$ cat src/rtl/mem_copy_engine_if.sv
// Bundle of command handshake, memory port and status signals for mem_copy_engine.
// The engine connects through the slave modport. The master modport is for whatever
// issues commands and owns the memory array (a CPU/control FSM, or a testbench).
interface mem_copy_engine_if #(
    parameter int AW = 8,
    parameter int DW = 8,
    parameter int LW = AW + 1
);
    // Command channel
    logic          cmd_valid;
    logic          cmd_ready;
    logic          cmd_mode;
    logic [AW-1:0] cmd_src;
    logic [AW-1:0] cmd_dst;
    logic [LW-1:0] cmd_len;
    logic [DW-1:0] cmd_fill;

    // Memory port: read is combinational from mem_addr, write is synchronous
    logic [AW-1:0] mem_addr;
    logic          mem_wr;
    logic [DW-1:0] mem_wdata;
    logic [DW-1:0] mem_rdata;

    // Status
    logic          busy;
    logic          done;
    logic [DW-1:0] sum;

    modport slave (
        input  cmd_valid, cmd_mode, cmd_src, cmd_dst, cmd_len, cmd_fill,
        output cmd_ready,
        output mem_addr, mem_wr, mem_wdata,
        input  mem_rdata,
        output busy, done, sum
    );

    modport master (
        output cmd_valid, cmd_mode, cmd_src, cmd_dst, cmd_len, cmd_fill,
        input  cmd_ready,
        input  mem_addr, mem_wr, mem_wdata,
        output mem_rdata,
        input  busy, done, sum
    );
endinterface

$ cat src/rtl/mem_copy_engine.sv
// Byte-serial copy/fill engine for a single-port 8-bit memory (async read, sync write).
// A copy alternates READ (latch the source byte) and WRITE (store it at the destination).
// A fill stays in WRITE and stores the registered fill byte every cycle.
// The engine keeps a mod-2**DW running sum of the bytes it writes. Reset aborts a command
// immediately, and the write strobe is gated by reset so that nothing is written in the reset cycle.
module mem_copy_engine #(
    parameter int AW = 8,
    parameter int DW = 8,
    parameter int LW = AW + 1
) (
    input  logic              clk,
    input  logic              rst,
    mem_copy_engine_if.slave  bus
);

    typedef enum logic [1:0] {
        IDLE  = 2'd0,
        READ  = 2'd1,
        WRITE = 2'd2,
        DONE  = 2'd3
    } state_t;

    state_t        state_q,   state_d;
    logic [AW-1:0] src_ptr_q, src_ptr_d;
    logic [AW-1:0] dst_ptr_q, dst_ptr_d;
    logic [LW-1:0] rem_q,     rem_d;
    logic [DW-1:0] data_q,    data_d;
    logic [DW-1:0] sum_q,     sum_d;
    logic          mode_q,    mode_d;

    // State and datapath registers, cleared by the synchronous reset
    always_ff @(posedge clk) begin
        if (rst) begin
            state_q   <= IDLE;
            src_ptr_q <= '0;
            dst_ptr_q <= '0;
            rem_q     <= '0;
            data_q    <= '0;
            sum_q     <= '0;
            mode_q    <= 1'b0;
        end else begin
            state_q   <= state_d;
            src_ptr_q <= src_ptr_d;
            dst_ptr_q <= dst_ptr_d;
            rem_q     <= rem_d;
            data_q    <= data_d;
            sum_q     <= sum_d;
            mode_q    <= mode_d;
        end
    end

    // Next-state logic: load the command in IDLE, then step pointers and the byte count per write
    always_comb begin
        state_d   = state_q;
        src_ptr_d = src_ptr_q;
        dst_ptr_d = dst_ptr_q;
        rem_d     = rem_q;
        data_d    = data_q;
        sum_d     = sum_q;
        mode_d    = mode_q;
        unique case (state_q)
            IDLE: begin
                if (bus.cmd_valid) begin
                    src_ptr_d = bus.cmd_src;
                    dst_ptr_d = bus.cmd_dst;
                    rem_d     = bus.cmd_len;
                    data_d    = bus.cmd_fill;
                    mode_d    = bus.cmd_mode;
                    sum_d     = '0;
                    if (bus.cmd_len == '0) begin
                        state_d = DONE;
                    end else if (bus.cmd_mode) begin
                        state_d = WRITE;
                    end else begin
                        state_d = READ;
                    end
                end
            end
            READ: begin
                data_d  = bus.mem_rdata;
                state_d = WRITE;
            end
            WRITE: begin
                sum_d     = sum_q + data_q;
                dst_ptr_d = dst_ptr_q + AW'(1);
                if (!mode_q) begin
                    src_ptr_d = src_ptr_q + AW'(1);
                end
                rem_d = rem_q - LW'(1);
                if (rem_q == LW'(1)) begin
                    state_d = DONE;
                end else if (mode_q) begin
                    state_d = WRITE;
                end else begin
                    state_d = READ;
                end
            end
            DONE: begin
                state_d = IDLE;
            end
            default: begin
                state_d = IDLE;
            end
        endcase
    end

    // Memory port and status outputs decoded from the current state; writes are gated by reset
    always_comb begin
        bus.mem_addr  = '0;
        bus.mem_wr    = 1'b0;
        bus.mem_wdata = '0;
        bus.done      = 1'b0;
        bus.busy      = (state_q != IDLE);
        bus.cmd_ready = (state_q == IDLE) && !rst;
        bus.sum       = sum_q;
        unique case (state_q)
            IDLE: begin
                bus.mem_addr = '0;
            end
            READ: begin
                bus.mem_addr = src_ptr_q;
            end
            WRITE: begin
                bus.mem_addr  = dst_ptr_q;
                bus.mem_wr    = !rst;
                bus.mem_wdata = data_q;
            end
            DONE: begin
                bus.done = 1'b1;
            end
            default: begin
                bus.done = 1'b0;
            end
        endcase
    end

endmodule
$ cat src/flat_wrapper.sv
// flat-port wrapper written by rule: the top's interface ports become plain ports
module mem_copy_engine_flat 
#(
    parameter int AW = 8,
    parameter int DW = 8,
    parameter int LW = AW + 1
)
  (clk, rst, bus_cmd_valid, bus_cmd_mode, bus_cmd_src, bus_cmd_dst, bus_cmd_len, bus_cmd_fill, bus_cmd_ready, bus_mem_addr, bus_mem_wr, bus_mem_wdata, bus_mem_rdata, bus_busy, bus_done, bus_sum);
  mem_copy_engine_if #(.AW(AW), .DW(DW), .LW(LW)) bus_i ();
  input  logic clk;
  input  logic rst;
  input wire logic [$bits(bus_i.cmd_valid)-1:0] bus_cmd_valid;
  input wire logic [$bits(bus_i.cmd_mode)-1:0] bus_cmd_mode;
  input wire logic [$bits(bus_i.cmd_src)-1:0] bus_cmd_src;
  input wire logic [$bits(bus_i.cmd_dst)-1:0] bus_cmd_dst;
  input wire logic [$bits(bus_i.cmd_len)-1:0] bus_cmd_len;
  input wire logic [$bits(bus_i.cmd_fill)-1:0] bus_cmd_fill;
  output wire logic [$bits(bus_i.cmd_ready)-1:0] bus_cmd_ready;
  output wire logic [$bits(bus_i.mem_addr)-1:0] bus_mem_addr;
  output wire logic [$bits(bus_i.mem_wr)-1:0] bus_mem_wr;
  output wire logic [$bits(bus_i.mem_wdata)-1:0] bus_mem_wdata;
  input wire logic [$bits(bus_i.mem_rdata)-1:0] bus_mem_rdata;
  output wire logic [$bits(bus_i.busy)-1:0] bus_busy;
  output wire logic [$bits(bus_i.done)-1:0] bus_done;
  output wire logic [$bits(bus_i.sum)-1:0] bus_sum;
  assign bus_i.cmd_valid = bus_cmd_valid;
  assign bus_i.cmd_mode = bus_cmd_mode;
  assign bus_i.cmd_src = bus_cmd_src;
  assign bus_i.cmd_dst = bus_cmd_dst;
  assign bus_i.cmd_len = bus_cmd_len;
  assign bus_i.cmd_fill = bus_cmd_fill;
  assign bus_cmd_ready = bus_i.cmd_ready;
  assign bus_mem_addr = bus_i.mem_addr;
  assign bus_mem_wr = bus_i.mem_wr;
  assign bus_mem_wdata = bus_i.mem_wdata;
  assign bus_i.mem_rdata = bus_mem_rdata;
  assign bus_busy = bus_i.busy;
  assign bus_done = bus_i.done;
  assign bus_sum = bus_i.sum;
  mem_copy_engine #(.AW(AW), .DW(DW), .LW(LW)) u_core (.clk(clk), .rst(rst), .bus(bus_i));
endmodule
$ cat config.mk
export PLATFORM = sky130hd
export DESIGN_NAME = mem_copy_engine_flat
export DESIGN_NICKNAME = d
export VERILOG_FILES = /design/src/rtl/mem_copy_engine_if.sv /design/src/rtl/mem_copy_engine.sv /design/src/flat_wrapper.sv
export SDC_FILE = /design/constraint.sdc
export NUM_CORES = 1
export LEC_CHECK = 0
export CELL_PAD_IN_SITES_DETAIL_PLACEMENT = 1
export CELL_PAD_IN_SITES_GLOBAL_PLACEMENT = 2
export CORE_UTILIZATION = 28
export DETAILED_ROUTE_END_ITERATION = 16
export PLACE_DENSITY = 0.88
export SLEW_MARGIN = 20
export SYNTH_ARGS = -nofsm -noshare
export SYNTH_HDL_FRONTEND = slang
export SYNTH_SLANG_ARGS = --single-unit
export TNS_END_PERCENT = 100
$ cat constraint.sdc
create_clock -name clk -period 2.2 [get_ports clk]
set_input_delay 0.66 -clock clk [delete_from_list [all_inputs] [get_ports clk]]
set_output_delay 0.66 -clock clk [all_outputs]
set_load 0.02 [all_outputs]
==> results of run 1 <==
-- power by group through the flow --
| stage | Combinational, mW | Clock [mW] | Sequential, mW |
|---|---|---|---|
| after floorplan | 1.01 | 0 | 1.10 |
| after global placement | 1.52 | 0 | 1.14 |
| after detailed placement | 1.56 | 0 | 1.15 |
| after CTS | 1.58 | 0.692 | 1.14 |
| after global routing | 1.77 | 0.731 | 1.17 |
| final | 1.58 | 0.682 | 1.15 |
-- layout by cell type, fill, tap and decap left out, drive strengths merged, types with 3 or more instances in the layout --
master,Yosys,routed
and3,5,5
o21ai,29,29
ha,15,15
xor2,4,4
a22oi,13,13
nand2b,4,4
nor2b,16,16
clkdlybuf4s50,0,52
a21o,4,4
nand3,8,8
inv,10,10
a211oi,13,13
nor4,4,4
clkbuf,11,8
a21oi,33,33
a32oi,3,3
and2,8,8
dfxtp,44,44
nor3,9,9
clkdlybuf4s15,0,6
nor2,37,37
buf,11,29
mux2i,12,12
nand2,34,34
-- area by class of cell --
class,instances,area (µm²),area share [%]
Multi-Input combinational cell,283,1853,47.27
Sequential cell,44,883.3,22.53
Timing Repair Buffer,91,858.3,21.90
Inverter,10,37.54,0.9575
Clock buffer,6,82.58,2.107
Tap cell,133,166.4,4.245
Clock inverter,2,38.79,0.9895
-- routing by layer --
layer  routed length, µm  part of all wire [%]  global-route usage (%)  vias to the layer above
li1                    -                     -                       -                     1440
met1                4040                    46                   22.85                     1420
met2                4266                    49                   30.61                       67
met3                 381                   4.4                   3.283                        4
met4                  56                  0.64                   3.516                        0
met5                   0                     0                       0                        -
-- synthesized netlist by cell type (4+ instances only) --
cell type and count:
o21ai_0 27, a21o_1 4, and2_1 8, xor2_1 4, clkbuf_1 10, nor2_1 37
buf_2 9, ha_1 15, mux2i_1 12, nor3_1 9, inv_1 9, a211oi_1 12
a21oi_1 33, nor4_1 4, nand3_1 8, dfxtp_1 44, a22oi_1 13, nor2b_1 16
nand2_1 34, and3_1 5
-- metrics by stage --
step,hold slack [ps],cell area (µm²)
floorplan,454.6,2814
global placement,471.8,3781
detailed placement,485.2,3781
CTS,500.4,3905
global route,535.4,3920
finish,500.1,3920
-- cells by family after synthesis --
logic type | Yosys count | synth area share [%]
adders and majority gates | 16 | 7.427
and+or+nand+nor | 132 | 23.00
xor gates and xnor gates | 6 | 1.879
AOI/OAI and AO/OA | 116 | 26.76
buffers and inverters | 32 | 4.742
DFF | 44 | 31.50
muxes | 13 | 4.698
-- worst max path at each step --
stage	from	to	depth (start not counted)
6_report	u_core.state_q[0]	bus_mem_addr[0]	6
5_1_grt	u_core.state_q[0]	bus_mem_addr[0]	6
4_1_cts	u_core.state_q[0]	bus_mem_wdata[7]	5
3_5_place_dp	rst	bus_mem_wr	3
3_3_place_gp	rst	bus_mem_wr	3
2_1_floorplan	u_core.state_q[0]	bus_mem_wdata[0]	6
-- flip-flops by register name, summed over array words and instances (netlist names) --
register and count:
u_core.bus.sum 8, u_core.data_q 8, u_core.dst_ptr_q 8, u_core.mode_q 1
u_core.rem_q 9, u_core.src_ptr_q 8, u_core.state_q 2
-- tightest hold or removal path, stage by stage (launching register included) --
cell     delay (ps)
dfxtp_1         340
nand2_1          60
o21ai_0          60
-- timing repair --
item / 4_1_cts / 5_1_grt
buffers inserted: 1 / 0
resized for setup: 72 / 11
setup endpoints to repair: 21 / 17
pin swaps: 0 / 0
==> reports/metrics.cfg, run 1 <==
[status]
status=finished clean

[worst_hold_path]
holdCritStartpoint=u_core.bus.sum[6]
min_path_cells=2
whs_endpoint=u_core.bus.sum[6]
hold_path.class=flip-flop to flip-flop

[logic_synthesis]
synth_ff_type=dfxtp_1
synth-edff-count=0
async_reset_ff_share_pct=0
synth_top_area_share_pct=31.50
synth.area.top_cells=dfxtp_1, ha_1, a21oi_1
synthCells=359
yosys_warnings=0
avgSynthCellArea_um2=7.790
yosysTopAreaCell=dfxtp_1
synth_nets=420
ys_ff_latch=44
ys_types=52
syn_area_um2=2796
seq_area_frac_synth_pct=31.50

[timing]
setup_slack_ps=49.99
fin_crit_sh_pct=97.73
final_hold_viol_count=0
skew_ps=8.568
rsz0062_at_grt=true
timing.slew.headroom_pct=63.62
finalSetupViolations=0
fin_crit_ps=2150
fmax_ghz=0.4651
tns_ps=0
worst_pin_slew_ps=540.8
maxSlewViolCount=0

[setup_path]
path_max_fanout=10
critPathKind=flip-flop to primary output
reg2reg_depth=9
cp_top_family=flip-flops
reg2reg_to=u_core.src_ptr_q[0]
critical-path-slowest-cell=dfxtp_2
worst_setup_path_end_kind=primary output
cpPeakStageDelay_ps=370
path_buf_inv=3
cp_cell_sequence=inv_2 -> ha_4 -> buf_8 -> a22oi_1 -> nor2b_2 -> buf_2
cp-start-kind=flip-flop
worst_ep_required_time_ps=1540
r2r_slack_ps=220
rr_startpoint=u_core.state_q[0]
crit_arrival_ps=1490

[floorplan]
initial_utilization_pct=28.74
die_x_um=101.9
die-height_um=101.9
row_count=36
dieArea_um2=10390
io_pins=73
core-area_um2=9729

[clocking]
insertion_delay_ps=300
cts_hold_repair.buffers=0
cts_tree=built
cts_buffers=5
clk_path_buf_depth=2
cts.sinks=44
cts.reportedPaths.clkPinSlew_ps=100
root_buffer=clkbuf_8
cts_htree_levels=2

[routing]
via_per_inst=5.151
routedWlPerCell_um=15.37
routed_wl_um=8744
route.detailed.drc=0
ant_nets=0
detail_route.iter0.violations=106
dr_total_vias=2931
dr.pass1.iters=4

[global_routing]
grt_pass1_vias=3004
antenna_found_initial=0
grtUsageTotal_pct=17.63
grt_max_degree=44
grt_remaining_overflow=0
grt_pass1_wl_um=14710

[final_layout]
finalNetCount=496
diodes=0
final_cells=569
n_fill_cell=1209
area_growth_syn_to_layout_pct=40.18
fin_util_pct=40.29
drive_above_1_share_pct=16.51

[pwr]
p_switching_mw=1.358
p_per_area_nw_per_um2=870.9
p_leak_nw=1.502
p_int_mw=2.056
switching_share_pct=39.79
combPwrFrac_pct=46.4
worst_ir_drop_vdd_v=0.0003203
pwr-share-seq_pct=33.6
finalPower_mw=3.414
clkPwrFrac_pct=20.0

[placed_design]
pre_cts_slack_ps=-385.5
port_buffers=72
placedCellCount=560
gp_congestion=0.7382
dp_hpwl_um=6311

[run]
cap_violations=0

(Power assumes the default switching activity.)
==> run 2: changes to the inputs <==
Settings changed: CAP_MARGIN from default to 20, CORE_UTILIZATION 28 to 30, PLACE_DENSITY 0.88 to 0.93.
Clock period 2.2 ns to 2.5 ns, I/O delays scaled along.
==> reports/metrics.cfg, run 2 (synthesized netlist as in run 1, its figures left out) <==
[final_layout]
final_cells=538
mostFrequentLayoutCells=clkdlybuf4s50_1, dfxtp_1, nor2_1
layout_commonest_cell=clkdlybuf4s50_1
finalNetCount=491
diodes=0
top_register=u_core.rem_q
largest_register_ffs=9
area_growth_syn_to_layout_pct=34.05
drive_above_1_share_pct=8.837
fin_util_pct=42.16

[setup_path]
rr_startpoint=u_core.state_q[0]
critPathKind=flip-flop to primary output
reg2reg_depth=9
critPathCapture=bus_busy
path_max_fanout=4
worst_setup_path_end_kind=primary output
cp_top_family=buffers and inverters
crit_start=u_core.state_q[1]
crit_arrival_ps=1700
worstSetupPathDepth=4
critical-path-slowest-cell=clkdlybuf4s50_1
crit_top_cell=inv_1
path_buf_inv=3
cp_cell_sequence=inv_1 -> ha_2 -> inv_1 -> clkdlybuf4s50_1
cpPeakStageDelay_ps=620
reg2reg_to=u_core.src_ptr_q[4]
cp-start-kind=flip-flop
worst_ep_required_time_ps=1750
r2r_slack_ps=350

[timing]
fin_crit_sh_pct=97.93
tns_ps=0
finalSetupViolations=0
finalHoldWorstSlack_ps=498.5
final_hold_viol_count=0
fin_crit_ps=2448
fmax_ghz=0.4085
timing.slew.headroom_pct=68.42
maxSlewViolCount=0
worst_pin_slew_ps=473.7
skew_ps=5.982
rsz0062_at_grt=false

[status]
status=finished clean

[pwr]
combPwrFrac_pct=48.3
p_switching_mw=1.150
pwr-share-seq_pct=36.0
switching_share_pct=41.26
p_per_area_nw_per_um2=743.3
clkPwrFrac_pct=15.7
p_leak_nw=1.471
p_int_mw=1.637
worst_ir_drop_vdd_v=0.0002407

[floorplan]
row_count=34
initial_utilization_pct=31.45
core-area_um2=8891
io_pins=73
die-height_um=98.55
die_x_um=98.55
dieArea_um2=9711

[clocking]
cts_hold_repair.buffers=0
cts.sinks=44
insertion_delay_ps=300
cts_htree_levels=2
cts_tree=built
cts.reportedPaths.clkPinSlew_ps=80
root_buffer=clkbuf_8
cts_buffers=5
post-cts-setup-buffer-count=0
clk_path_buf_depth=2

[placed_design]
port_buffers=72
dp_hpwl_um=6408
gp_congestion=0.7943
placedCellCount=531

[routing]
routedWlPerCell_um=16.03
via_per_inst=5.344
ant_nets=0
dr_total_vias=2875
route.detailed.drc=0
detail_route.iter0.violations=85
routed_wl_um=8622
dr.pass1.iters=6

[global_routing]
grtUsageTotal_pct=18.15
antenna_found_initial=0
grt_pass1_vias=2999
grt_remaining_overflow=0
grt_max_degree=44
grt_pass1_wl_um=14330

[run]
cap_violations=0

[worst_hold_path]
hold_path.class=flip-flop to flip-flop

run 2: cell types whose count changed in the layout (fill, tap and decap cells not counted), moves of 4 or more:
cell             change
nor2b_1              +7
nor2b_2              -7
dlygate4sd2_1        +8
clkbuf_2             +4
buf_4                -6
a22oi_2              -6
a22oi_1              +6
clkdlybuf4s15_2      -6
buf_2                -8
run 2: metal layers:
layer / wire length [µm] / track usage [%] / vias up / share of wire [%]
li1: - / - / 1432 / -
met1: 4097 / 22.74 / 1367 / 48
met2: 4003 / 32.07 / 71 / 46
met3: 460 / 3.830 / 5 / 5.3
met4: 61 / 3.789 / 0 / 0.71
met5: 0 / 0 / - / 0
run 2: cell type report:
cell class	count	area [µm²]
Sequential cell	44	882.1
Timing Repair Buffer	86	820.8
Clock buffer	6	72.57
Inverter	10	37.54
Clock inverter	1	5.005
Multi-Input combinational cell	283	1795
Fill cell	1082	5142
Tap cell	108	135.1
run 2: worst register-to-register path, stage by stage, from the launching register on:
cell	delay (ps)
dfxtp_2	350
inv_1	100
ha_2	220
buf_4	190
buf_4	260
mux2_2	290
nand2_1	220
a21o_1	220
a2bb2oi_1	150
nor2_1	50
run 2: power groups by stage:
stage	logic, mW	registers, mW	clock network (mW)
global placement	1.31	1.01	0
detailed placement	1.36	1.02	0
CTS	1.35	1.00	0.448
global route	1.49	1.03	0.482
floorplan	0.879	0.968	0
finish	1.35	1.00	0.437
run 2: per-stage QoR:
stage               cell area [µm²]  power, mW  setup WS [ps]
finish                         3749      2.786          51.72
global route                   3749      2.999          1.092
CTS                            3764      2.803          22.48
detailed placement             3702      2.378         -256.8
global placement               3702      2.320         -272.4
floorplan                      2796      1.847          173.7
run 2: worst min-delay path by stage:
stage                        start  depth (start not counted)  slack, ps                  end
6_report         u_core.bus.sum[2]                          2        500    u_core.bus.sum[2]
5_1_grt        u_core.dst_ptr_q[7]                          2        540  u_core.dst_ptr_q[7]
4_1_cts        u_core.dst_ptr_q[6]                          2        500  u_core.dst_ptr_q[6]
3_5_place_dp       u_core.rem_q[7]                          2        490      u_core.rem_q[7]
3_3_place_gp     u_core.bus.sum[4]                          2        480    u_core.bus.sum[4]
2_1_floorplan      u_core.rem_q[1]                          2        450      u_core.rem_q[1]
run 2: repair_timing:
item / in CTS / in global routing
gates cloned: 0 / 0
setup endpoints to repair: 19 / 9
resized for setup: 21 / 15
